<file path="config.mk">
export PLATFORM = sky130hd
export DESIGN_NAME = credit_receiver_mc
export DESIGN_NICKNAME = d
export VERILOG_FILES = /design/src/rtl/credit_receiver_mc_pkg.sv /design/src/rtl/credit_receiver_mc_arbiter.sv /design/src/rtl/credit_receiver_mc.sv
export SDC_FILE = /design/constraint.sdc
export NUM_CORES = 1
export LEC_CHECK = 0
export ABC_AREA = 0
export CORE_MARGIN = 5
export CORE_UTILIZATION = 40
export CTS_CLUSTER_DIAMETER = 30
export DETAILED_ROUTE_END_ITERATION = 6
export GPL_TIMING_DRIVEN = 0
export PLACE_DENSITY = 0.79
export SLEW_MARGIN = 25
export SYNTH_ARGS = -nofsm -noshare
export SYNTH_HDL_FRONTEND = slang
export SYNTH_HIERARCHICAL = 1
export SYNTH_SLANG_ARGS = --single-unit
</file>
<file path="constraint.sdc">
create_clock -name clk -period 4.5 [get_ports clk]
set_input_delay 0.9 -clock clk [delete_from_list [all_inputs] [get_ports clk]]
set_output_delay 0.9 -clock clk [all_outputs]
set_load 0.1 [all_outputs]
</file>
<file path="src/rtl/credit_receiver_mc_pkg.sv">
// rtl/credit_receiver_mc_pkg.sv - shared widths, credit return type and helpers
package credit_receiver_mc_pkg;

   // Widest channel id the shared credit-return record can carry.
   localparam int MaxIdWidth = 16;

   typedef struct packed {
      logic                  valid;
      logic [MaxIdWidth-1:0] id;
   } credit_return_t;

   // A single channel still needs a one-bit id field.
   function automatic int id_width(input int num_channels);
      return (num_channels > 1) ? $clog2(num_channels) : 1;
   endfunction

   // Counter must be able to hold MaxCredit itself.
   function automatic int count_width(input int max_credit);
      return $clog2(max_credit + 1);
   endfunction

   function automatic int pop_credit_width(input int pop_credit_max_change);
      return $clog2(pop_credit_max_change + 1);
   endfunction

   function automatic credit_return_t make_return(input logic valid,
                                                  input logic [MaxIdWidth-1:0] id);
      credit_return_t ret;
      ret.valid = valid;
      ret.id    = valid ? id : '0;
      return ret;
   endfunction

endpackage

</file>
<file path="src/rtl/credit_receiver_mc_arbiter.sv">
// rtl/credit_receiver_mc_arbiter.sv - round-robin arbiter for the shared credit-return wire
module credit_rr_arbiter
   import credit_receiver_mc_pkg::*;
#(
   parameter  int NumChannels = 4,
   localparam int IdWidth     = id_width(NumChannels)
) (
   input  logic                   clk,
   input  logic                   rst,
   input  logic [NumChannels-1:0] i_req,
   input  logic                   i_advance,
   output logic [NumChannels-1:0] o_grant,
   output logic [IdWidth-1:0]     o_id
);

   logic [IdWidth-1:0] r_ptr;
   logic [IdWidth-1:0] w_ptr_next;
   logic               w_found;

   // Search upward from the pointer, wrapping, and grant the first requester.
   always_comb begin
      o_grant = '0;
      o_id    = '0;
      w_found = 1'b0;
      for (int k = 0; k < NumChannels; k++) begin
         if (!w_found && i_req[IdWidth'((int'(r_ptr) + k) % NumChannels)]) begin
            w_found = 1'b1;
            o_grant[IdWidth'((int'(r_ptr) + k) % NumChannels)] = 1'b1;
            o_id    = IdWidth'((int'(r_ptr) + k) % NumChannels);
         end
      end
   end

   // The channel after the winner gets first look next time.
   always_comb begin
      w_ptr_next = (o_id == IdWidth'(NumChannels - 1)) ? '0 : o_id + 1'b1;
   end

   // Pointer only moves on an actual grant, so it holds through stalls and reset of the sender.
   always_ff @(posedge clk or posedge rst) begin
      if (rst) begin
         r_ptr <= '0;
      end else if (i_advance && w_found) begin
         r_ptr <= w_ptr_next;
      end
   end

endmodule

</file>
<file path="src/rtl/credit_receiver_mc.sv">
// rtl/credit_receiver_mc.sv - multi-channel credit receiver with round-robin credit return
module credit_receiver_mc
   import credit_receiver_mc_pkg::*;
#(
   parameter  int NumChannels        = 4,
   parameter  int DataWidth          = 8,
   parameter  int MaxCredit          = 8,
   parameter  int PopCreditMaxChange = 1,
   localparam int IdWidth            = id_width(NumChannels),
   localparam int CountWidth         = count_width(MaxCredit),
   localparam int PopCreditWidth     = pop_credit_width(PopCreditMaxChange)
) (
   input  logic                                clk,
   input  logic                                rst,
   input  logic                                push_sender_in_reset,
   output logic                                push_receiver_in_reset,
   input  logic                                push_valid,
   input  logic [IdWidth-1:0]                  push_vc,
   input  logic [DataWidth-1:0]                push_data,
   input  logic                                push_credit_stall,
   output logic                                push_credit,
   output logic [IdWidth-1:0]                  push_credit_id,
   output logic                                pop_valid,
   output logic [IdWidth-1:0]                  pop_vc,
   output logic [DataWidth-1:0]                pop_data,
   input  logic [NumChannels*PopCreditWidth-1:0] pop_credit,
   input  logic [NumChannels*CountWidth-1:0]   credit_initial,
   input  logic [NumChannels*CountWidth-1:0]   credit_withhold,
   output logic [NumChannels*CountWidth-1:0]   credit_count,
   output logic [NumChannels-1:0]              credit_available,
   output logic [NumChannels-1:0]              credit_overflow
);

   logic                   w_in_reset;
   logic [NumChannels-1:0] w_eligible;
   logic [NumChannels-1:0] w_grant;
   logic [IdWidth-1:0]     w_arb_id;
   credit_return_t         w_ret;

   assign w_in_reset             = rst | push_sender_in_reset;
   assign push_receiver_in_reset = rst;

   // Flits pass straight through; only validity is masked while either side is in reset.
   assign pop_valid = push_valid & ~w_in_reset;
   assign pop_vc    = push_vc;
   assign pop_data  = push_data;

   // A channel may return a credit only from registered availability, never from this cycle's pop_credit.
   assign w_eligible = credit_available & {NumChannels{~push_credit_stall & ~w_in_reset}};

   credit_rr_arbiter #(
      .NumChannels(NumChannels)
   ) u_arbiter (
      .clk       (clk),
      .rst       (rst),
      .i_req     (w_eligible),
      .i_advance (|w_eligible),
      .o_grant   (w_grant),
      .o_id      (w_arb_id)
   );

   assign w_ret = make_return(|w_eligible, MaxIdWidth'(w_arb_id));

   // Drive the shared credit wire from the return record; id reads zero when nothing is returned.
   always_comb begin
      push_credit    = w_ret.valid;
      push_credit_id = '0;
      for (int c = 0; c < NumChannels; c++) begin
         if (w_ret.valid && (w_ret.id == MaxIdWidth'(c))) begin
            push_credit_id = IdWidth'(c);
         end
      end
   end

   for (genvar c = 0; c < NumChannels; c++) begin : g_chan
      logic [CountWidth-1:0]     r_count;
      logic                      r_overflow;
      logic [CountWidth:0]       w_next;
      logic [CountWidth-1:0]     w_initial;
      logic [CountWidth-1:0]     w_withhold;
      logic [PopCreditWidth-1:0] w_pop;

      assign w_initial  = credit_initial[c*CountWidth +: CountWidth];
      assign w_withhold = credit_withhold[c*CountWidth +: CountWidth];
      assign w_pop      = pop_credit[c*PopCreditWidth +: PopCreditWidth];

      // One extra bit so a replenish past the ceiling is visible before clamping.
      // A grant implies count > withhold >= 0, so the subtraction cannot wrap.
      assign w_next = {1'b0, r_count}
                    + (CountWidth+1)'(w_pop)
                    - (CountWidth+1)'(w_grant[c]);

      // Per-channel counter: reload while the sender is in reset, otherwise replenish minus grant, saturating.
      always_ff @(posedge clk or posedge rst) begin
         if (rst) begin
            r_count    <= '0;
            r_overflow <= 1'b0;
         end else if (push_sender_in_reset) begin
            if (w_initial > CountWidth'(MaxCredit)) begin
               r_count    <= CountWidth'(MaxCredit);
               r_overflow <= 1'b1;
            end else begin
               r_count <= w_initial;
            end
         end else if (w_next > (CountWidth+1)'(MaxCredit)) begin
            r_count    <= CountWidth'(MaxCredit);
            r_overflow <= 1'b1;
         end else begin
            r_count <= w_next[CountWidth-1:0];
         end
      end

      assign credit_count[c*CountWidth +: CountWidth] = r_count;
      assign credit_available[c]                      = r_count > w_withhold;
      assign credit_overflow[c]                       = r_overflow;
   end

endmodule

</file>
# Word level (Yosys, flattened, before mapping)
# Index checks and enable logic that the tools add are counted.
[totals]
ff_bits = 22
out_inout_bits = 39
word_cells = 142
[classes]
add_sub_neg = 12
magnitude_cmp = 20
n_eq_ne = 8
mux = 61
bitwise_logic = 9
reduce_logical = 23
[op_table]
columns = ["op", "count"]
rows = [
  ["2-to-1 mux 4 bit", 16],
  ["2-to-1 mux 1 bit", 29],
  ["adder 4 x 1 -> 5 bit", 4],
  ["> comparator 5 x 4 -> 1 bit, second input constant", 4],
  ["subtractor 5 x 1 -> 5 bit", 4],
  ["> comparator 4 bit", 4],
  ["> comparator 4 bit, second input constant", 4],
  ["less-than comparator 2 x 4 -> 1 bit, second input constant", 4],
  ["2-to-1 mux 2 bit", 8],
  ["OR 4 bit", 3],
  ["logical AND 1 bit", 11],
  ["binary-select mux 1 bit (select 2 bit)", 4],
  ["demux 1 bit (select 2 bit)", 4],
  [">= comparator 2 x 1 -> 1 bit, second input constant", 4],
  ["inequality test 2 x 1 -> 1 bit, second input constant", 4],
  ["AND reduction 2 bit", 4],
  ["nonzero test 2 bit", 4],
  ["== test 2 bit, second input constant", 3],
  ["adder 2 x 1 -> 2 bit, second input constant", 2],
  ["adder 2 bit, second input constant", 2],
  ["AND 4 bit", 1],
  ["OR reduction 4 bit", 1],
  ["zero test 1 bit", 3],
  ["AND 1 bit", 2],
  ["other kinds (3)", 4],
]

# Longest topological paths before layout
# Gate-level depths: netlist of the first run.
[depth]
ltp_word = 23
depth_mapped = 21

# By module
# Netlist of the first run, hierarchy kept.
[by_module_without_submodules]
columns = ["module", "n_inst", "cells_each", "area_each_um2"]
rows = [
  ["credit_receiver_mc", 1, 249, 2107.0],
  ["credit_rr_arbiter", 1, 64, 594.3],
]

# Worst setup path before layout of the first run
# OpenSTA, ideal clock, no wires.
[synth_path]
path_type = "register to register"
start = "register g_chan[2].r_count[2]"
end = "register g_chan[2].r_overflow"
arrival_time_ps = 5405
t_required_ps = 4382
setup_slack_ps = -1023
path_stages_with_launch = 20
period_less_slack_ps = 5523
path_cell_list = "dfrtp_1 > ha_1 > a211oi_1 > o21ai_0 > and2_1 > nor2b_1 > mux4_2 > or2_4 > nor3_2 > a221o_1 > ha_1 > inv_1 > ha_1 > inv_1 > fa_1 > nand2b_1 > a21oi_1 > xnor2_1 > a211o_1 > a21o_1"
[synth_via]
elab_chain_len = 19
elab_cells_between_ends = 35
classes_between = "2 x add/sub; 2 x order compare; 19 x mux; 4 x bitwise; 8 x reduce/logical"
[synth_rtl]
columns = ["element", "line", "rtl"]
rows = [
  ["start, declared", "credit_receiver_mc.sv:76", "logic [CountWidth-1:0] r_count;"],
  ["start signal, assigned", "credit_receiver_mc.sv:100", "r_count <= CountWidth'(MaxCredit);"],
  ["start signal, assigned", "credit_receiver_mc.sv:103", "r_count <= w_initial;"],
  ["start signal, assigned", "credit_receiver_mc.sv:106", "r_count <= CountWidth'(MaxCredit);"],
  ["> comparator 4 bit (*)", "credit_receiver_mc.sv:114", "assign credit_available[c] = r_count > w_withhold;"],
  ["net credit_available[2]", "credit_receiver_mc.sv:30", "output logic [NumChannels-1:0] credit_available,"],
  ["AND 4 bit (*)", "credit_receiver_mc.sv:49", "assign w_eligible = credit_available & {NumChannels{~push_credit_stall & ~w_in_reset}};"],
  ["net w_eligible[2]", "credit_receiver_mc.sv:35", "logic [NumChannels-1:0] w_eligible;"],
  ["binary-select mux 1 bit (select 2 bit)", "credit_receiver_mc_arbiter.sv:26", "if (!w_found && i_req[IdWidth'((int'(r_ptr) + k) % NumChannels)]) begin"],
  ["2-to-1 mux 1 bit (not written as such) (2 in a row)", "credit_receiver_mc_arbiter.sv:26", ""],
  ["2-to-1 mux 1 bit", "credit_receiver_mc_arbiter.sv:26", ""],
  ["zero test 1 bit", "credit_receiver_mc_arbiter.sv:26", ""],
  ["[5 not listed]", "n/a", ""],
  ["zero test 1 bit", "credit_receiver_mc_arbiter.sv:26", ""],
  ["logical AND 1 bit", "credit_receiver_mc_arbiter.sv:26", ""],
  ["2-to-1 mux 4 bit (*)", "credit_receiver_mc_arbiter.sv:26", ""],
  ["net w_grant[2]", "credit_receiver_mc.sv:36", "logic [NumChannels-1:0] w_grant;"],
  ["subtractor 5 x 1 -> 5 bit (*)", "credit_receiver_mc.sv:91", "- (CountWidth+1)'(w_grant[c]);"],
  ["> comparator 5 x 4 -> 1 bit (*)", "credit_receiver_mc.sv:105", "end else if (w_next > (CountWidth+1)'(MaxCredit)) begin"],
  ["nonzero test 2 bit (no source line) (*)", "n/a", ""],
  ["AND reduction 2 bit (no source line) (*)", "n/a", ""],
  ["end signal, assigned", "credit_receiver_mc.sv:97", "r_overflow <= 1'b0;"],
  ["end signal, assigned", "credit_receiver_mc.sv:101", "r_overflow <= 1'b1;"],
  ["end signal, assigned", "credit_receiver_mc.sv:107", "r_overflow <= 1'b1;"],
  ["end, declared", "credit_receiver_mc.sv:77", "logic r_overflow;"],
]
# Mark *: on every way through the listed nets, which the timed path passes. The rest lies on a longest branch. The select of a mux whose other input is x is not followed.
# A chain may end at the register's enable or synchronous reset.

# Worst setup path in the final report of the first run
[layout_path]
start = "input credit_withhold[1]"
end = "register g_chan[2].r_overflow"
[layout_via]
elab_chain_len = 19
elab_cells_between_ends = 34
classes_between = "1 x add/sub; 2 x order compare; 19 x mux; 4 x bitwise; 8 x reduce/logical"
[layout_rtl]
columns = ["element", "line", "rtl"]
rows = [
  ["start, declared", "credit_receiver_mc.sv:28", "input logic [NumChannels*CountWidth-1:0] credit_withhold,"],
  ["> comparator 4 bit (*)", "credit_receiver_mc.sv:114", ""],
  ["AND 4 bit (*)", "credit_receiver_mc.sv:49", ""],
  ["net w_eligible[0]", "credit_receiver_mc.sv:35", ""],
  ["binary-select mux 1 bit (select 2 bit)", "credit_receiver_mc_arbiter.sv:26", ""],
  ["2-to-1 mux 1 bit (not written as such) (2 in a row)", "credit_receiver_mc_arbiter.sv:26", ""],
  ["2-to-1 mux 1 bit", "credit_receiver_mc_arbiter.sv:26", ""],
  ["zero test 1 bit", "credit_receiver_mc_arbiter.sv:26", ""],
  ["logical AND 1 bit", "credit_receiver_mc_arbiter.sv:26", ""],
  ["[4 not listed]", "n/a", ""],
  ["zero test 1 bit", "credit_receiver_mc_arbiter.sv:26", ""],
  ["logical AND 1 bit", "credit_receiver_mc_arbiter.sv:26", ""],
  ["2-to-1 mux 4 bit (*)", "credit_receiver_mc_arbiter.sv:26", ""],
  ["net w_grant[2]", "credit_receiver_mc.sv:36", ""],
  ["subtractor 5 x 1 -> 5 bit (*)", "credit_receiver_mc.sv:91", ""],
  ["> comparator 5 x 4 -> 1 bit (*)", "credit_receiver_mc.sv:105", ""],
  ["nonzero test 2 bit (no source line) (*)", "n/a", ""],
  ["AND reduction 2 bit (no source line) (*)", "n/a", ""],
]
# Marks and branches as above.

==> results of run 1 <==
==> worst min-delay path by stage <==
| stage | end | cells after the start |
|---|---|---|
| after floorplan | g_chan[0].r_overflow$_DFFE_PP0P_ | 1 |
| after global placement | g_chan[1].r_overflow$_DFFE_PP0P_ | 1 |
| after detailed placement | g_chan[3].r_overflow$_DFFE_PP0P_ | 1 |
| after CTS | g_chan[2].r_overflow$_DFFE_PP0P_ | 1 |
| after global routing | g_chan[2].r_overflow$_DFFE_PP0P_ | 1 |
| final | g_chan[0].r_overflow$_DFFE_PP0P_ | 1 |
==> cell usage after synthesis, types with 2 or more instances <==
| master | instances |
|---|---|
| inv_1 | 50 |
| ha_1 | 44 |
| nand2_1 | 23 |
| dfrtp_1 | 22 |
| nor2_1 | 22 |
| buf_4 | 15 |
| o21ai_0 | 12 |
| a21o_1 | 11 |
| o21ai_1 | 11 |
| a21oi_1 | 8 |
| nor2b_1 | 8 |
| xnor2_1 | 8 |
| nand3_1 | 6 |
| nand2b_1 | 5 |
| o31ai_1 | 5 |
| a22oi_1 | 4 |
| fa_1 | 4 |
| nor3_1 | 4 |
| xor2_1 | 4 |
| a211o_1 | 3 |
| a211oi_1 | 3 |
| and2_1 | 3 |
| mux2i_1 | 3 |
| mux4_2 | 3 |
| nand4_1 | 3 |
| o211a_1 | 3 |
| a221o_1 | 2 |
| buf_6 | 2 |
| mux2_2 | 2 |
| o22a_1 | 2 |
==> cell type report <==
cell class              instances  area, µm²  area share
clock inverters                 1       30.0     0.00706
multi-input cells             221       2190       0.514
plain buffers                  20        158      0.0371
repair buffers                104        977       0.230
flip-flops and latches         22        563       0.132
clock buffers                   3       41.3     0.00971
well taps                      80        100      0.0235
inverters                      50        198      0.0465
==> worst register-to-register path, stage by stage, from the launching register on <==
cell and delay [ns]:
dfrtp_2 0.47, ha_4 0.26, nor2b_4 0.12, o211a_1 0.25, o21ai_4 0.24, nor2_4 0.07, mux4_2 0.51, or2_4 0.30
nor3_4 0.26, a221o_1 0.21, ha_1 0.24, inv_2 0.07, ha_4 0.13, inv_2 0.03, fa_2 0.36, nand2b_4 0.16
a21oi_4 0.15, xnor2_2 0.08, a211o_1 0.29, a21o_1 0.17
==> per-stage QoR <==
step                       util  area, µm²  worst slack [ns]  cells  hold slack [ns]
after floorplan               -       2810            -0.302    313            0.429
after global placement    0.552       3690             -1.37    471            0.443
after detailed placement  0.552       3690             -1.43    471            0.447
after CTS                 0.614       4100            -0.146    495            0.467
after global routing      0.637       4250            -0.357    501            0.490
final                     0.637       4250            -0.213    501            0.465
==> per-layer routing <==
metal / global-route usage / wire, µm / vias up
met5: 0 / 0 / -
met2: 0.334 / 4190 / 74
li1: - / - / 1273
met1: 0.198 / 3190 / 1220
met3: 0.0320 / 333 / 10
met4: 0.0384 / 129 / 0
==> power by group through the flow <==
stage / logic, W / registers [W] / clock network [W]
after floorplan: 0.00125 / 0.000764 / 0
after global placement: 0.00204 / 0.000368 / 0
after detailed placement: 0.00209 / 0.000366 / 0
after CTS: 0.00232 / 0.000381 / 0.000188
after global routing: 0.00263 / 0.000393 / 0.000198
final: 0.00246 / 0.000383 / 0.000185
==> state kept, by name (all words and copies together) (netlist names), named ones only <==
register	count
u_arbiter/r_ptr	1
g_chan.r_overflow	4
g_chan.r_count	16
==> cells by family (layout without fill, tap and decap cells) <==
family,Yosys count,count (layout),share of synthesized area
AOI/OAI and AO/OA,70,70,0.191
muxes,9,9,0.0542
buffers and inverters,70,178,0.128
DFF,22,22,0.204
adders and majority gates,48,48,0.233
and+or+nand+nor,82,82,0.151
xor gates and xnor gates,12,12,0.0389
==> repair_timing <==
item	4_1_cts	5_1_grt
gates resized for setup	100	29
cloned	0	0
setup buffers	20	7
pin swaps	42	9
endpoints found under the setup margin	23	22
==> results.md, run 1 <==
- Outcome: finished, violations left
- Failing checks: setup timing
- Seq/Total Area, Yosys: 0.204
- Mapped Cells: around 310
- Largest net degree at the start of global routing: 21
- Max-cap viol count: 0
- Vias in the first global route: between 2,000 and 3,000
- Worst path bufs/invs: 4
- Leakage power: around 1.9 nW
- Via/cell ratio: just over 5
- Worst Hold Class: register to register
- R2r endpoint: g_chan[2].r_overflow$_DFFE_PP0P_
- Worst slew pin tran: between 1 and 1.5 ns
- TritonRoute pass-1 iters: 6
- Total power: 0.00303 W
- Largest cells by area after synthesis: dfrtp_1, ha_1, inv_1, buf_4, nand2_1
- RSZ-0062 raised after global routing: yes
- Hold Startpoint: g_chan[0].r_overflow$_DFFE_PP0P_
- Critical path cell sequence: buf_6 > inv_4 > ha_4 > nor2b_4 > o211a_1 > o21ai_4 > nor2_4 > mux4_2 > or2_4 > nor3_4 > a221o_1 > ha_1 > inv_2 > ha_4 > inv_2 > fa_2 > nand2b_4 > a21oi_4 > xnor2_2 > a211o_1 > a21o_1
- R2r startpoint: g_chan[0].r_count[1]$_DFF_PP0_
- Number of fill cells: 557
- Yosys top cell area share: 0.204
- Post-route ant nets: 0
- Endpoint type of the worst setup path: register
- Syn avg cell area: 8.63 µm²
- Period utilization: 1.05
- WP depth: 21
- Asr flop ratio synth: 1.00
- Post-synth cell types: between 40 and 50
- Startpoint types: input pin
- Setup crit end: g_chan[2].r_overflow$_DFFE_PP0P_
- Most common cell after layout, fill and taps aside: clkdlybuf4s50_1
- Row count: 30
- Final hold violations: 0
- Worst path required time: between 4 and 5 ns
- Largest stage delay on the critical path: around 0.51 ns
- CTS tree: yes
- CP arrival: roughly 4.9 ns
- Area grow syn2layout: 57.5%
- Dpl hpwl: between 5000 and 6000 µm
- Area leader, netlist: dfrtp_1
- Remaining Overflow, GRT: 0
- Reg power frac: 0.126
- H-tree depth: 1
- CORE AREA: 6680 µm²
- Slowest-stage cell, CP: mux4_2
- Root buf cell: clkbuf_8
- Mapped cell area: about 2700 µm²
- Total number of vias: between 2,000 and 3,000
- Final setup viols: 16
- DRT iter0 DRCs: roughly 200
- First-pass GRT wire length: approximately 12,000 µm
- Clk sinks: 22
- R2R depth: 19
- Top_reg_cell synth: dfrtp_1
- Internal: between 0.001 and 0.0015 W
- Slew margin rel.: 0.326
- Clock power frac: 0.061
- Routed wire length per instance: about 16 µm
- DRT Wirelength: just under 8000 µm
- CP Class: input pin to register
- Crit path max-delay family: compound AO/OA/AOI/OAI gates
- DIE AREA: between 8000 and 9000 µm²
- P_sw: about 0.0017 W
- Synth Register Bits: 22
- Syn Nets: between 400 and 500
- R2R Setup Slk: around 0.020 ns
- Die Y: 92.2 µm
- Ant diodes: 0
- Worst skew pair latency: 0.26 ns
- VDD IR max: between 0.5 and 0.6 mV
- Minimum clock period: roughly 4.7 ns
- Final-report max-slew violation count: 0
- Clock slew at reported path FFs: about 0.08 ns
- CTS Buf Count: 3
- Width of the die: approximately 90 µm
- Remaining DRCs: 0
- Hold buffers post-CTS: 0
- All-Layer GR Usage: 0.174
- CP Max Fanout: 6
- Clk buf depth: 2
- Switching share of total power: 0.555
- Fin nets: ~520
- Worst Skew: about 0.0011 ns
- Fraction of layout cells with a size suffix above 1: 0.361
- GP Congestion: 0.857
- Starting Density: 0.404
- Synth warnings: 6
- Setup TNS: -1.97 ns
- Number of synthesized flops with an enable pin: 0
- Port bufs: 78
- Initial antenna violation count: 0
- Gate power share: 0.813
- Final setup margin: -0.213 ns
- PwrDens: 712 nW/µm²
- Critical path launch point: credit_withhold[1]
- Fmax: around 210 MHz
- Most frequent cells in the layout: clkdlybuf4s50_1, buf_4, inv_1
- I/O pins: 90
Note: power is estimated with default switching activity, not from simulation.
==> inputs of run 2 (changes only) <==
--- a/config.mk
+++ b/config.mk
@@ -12,7 +12,6 @@
 export DETAILED_ROUTE_END_ITERATION = 6
 export GPL_TIMING_DRIVEN = 0
 export PLACE_DENSITY = 0.79
-export SLEW_MARGIN = 25
 export SYNTH_ARGS = -nofsm -noshare
 export SYNTH_HDL_FRONTEND = slang
 export SYNTH_HIERARCHICAL = 1
==> results of run 2 <==
No change in the layout: final DEF, timing and power equal those of run 1.
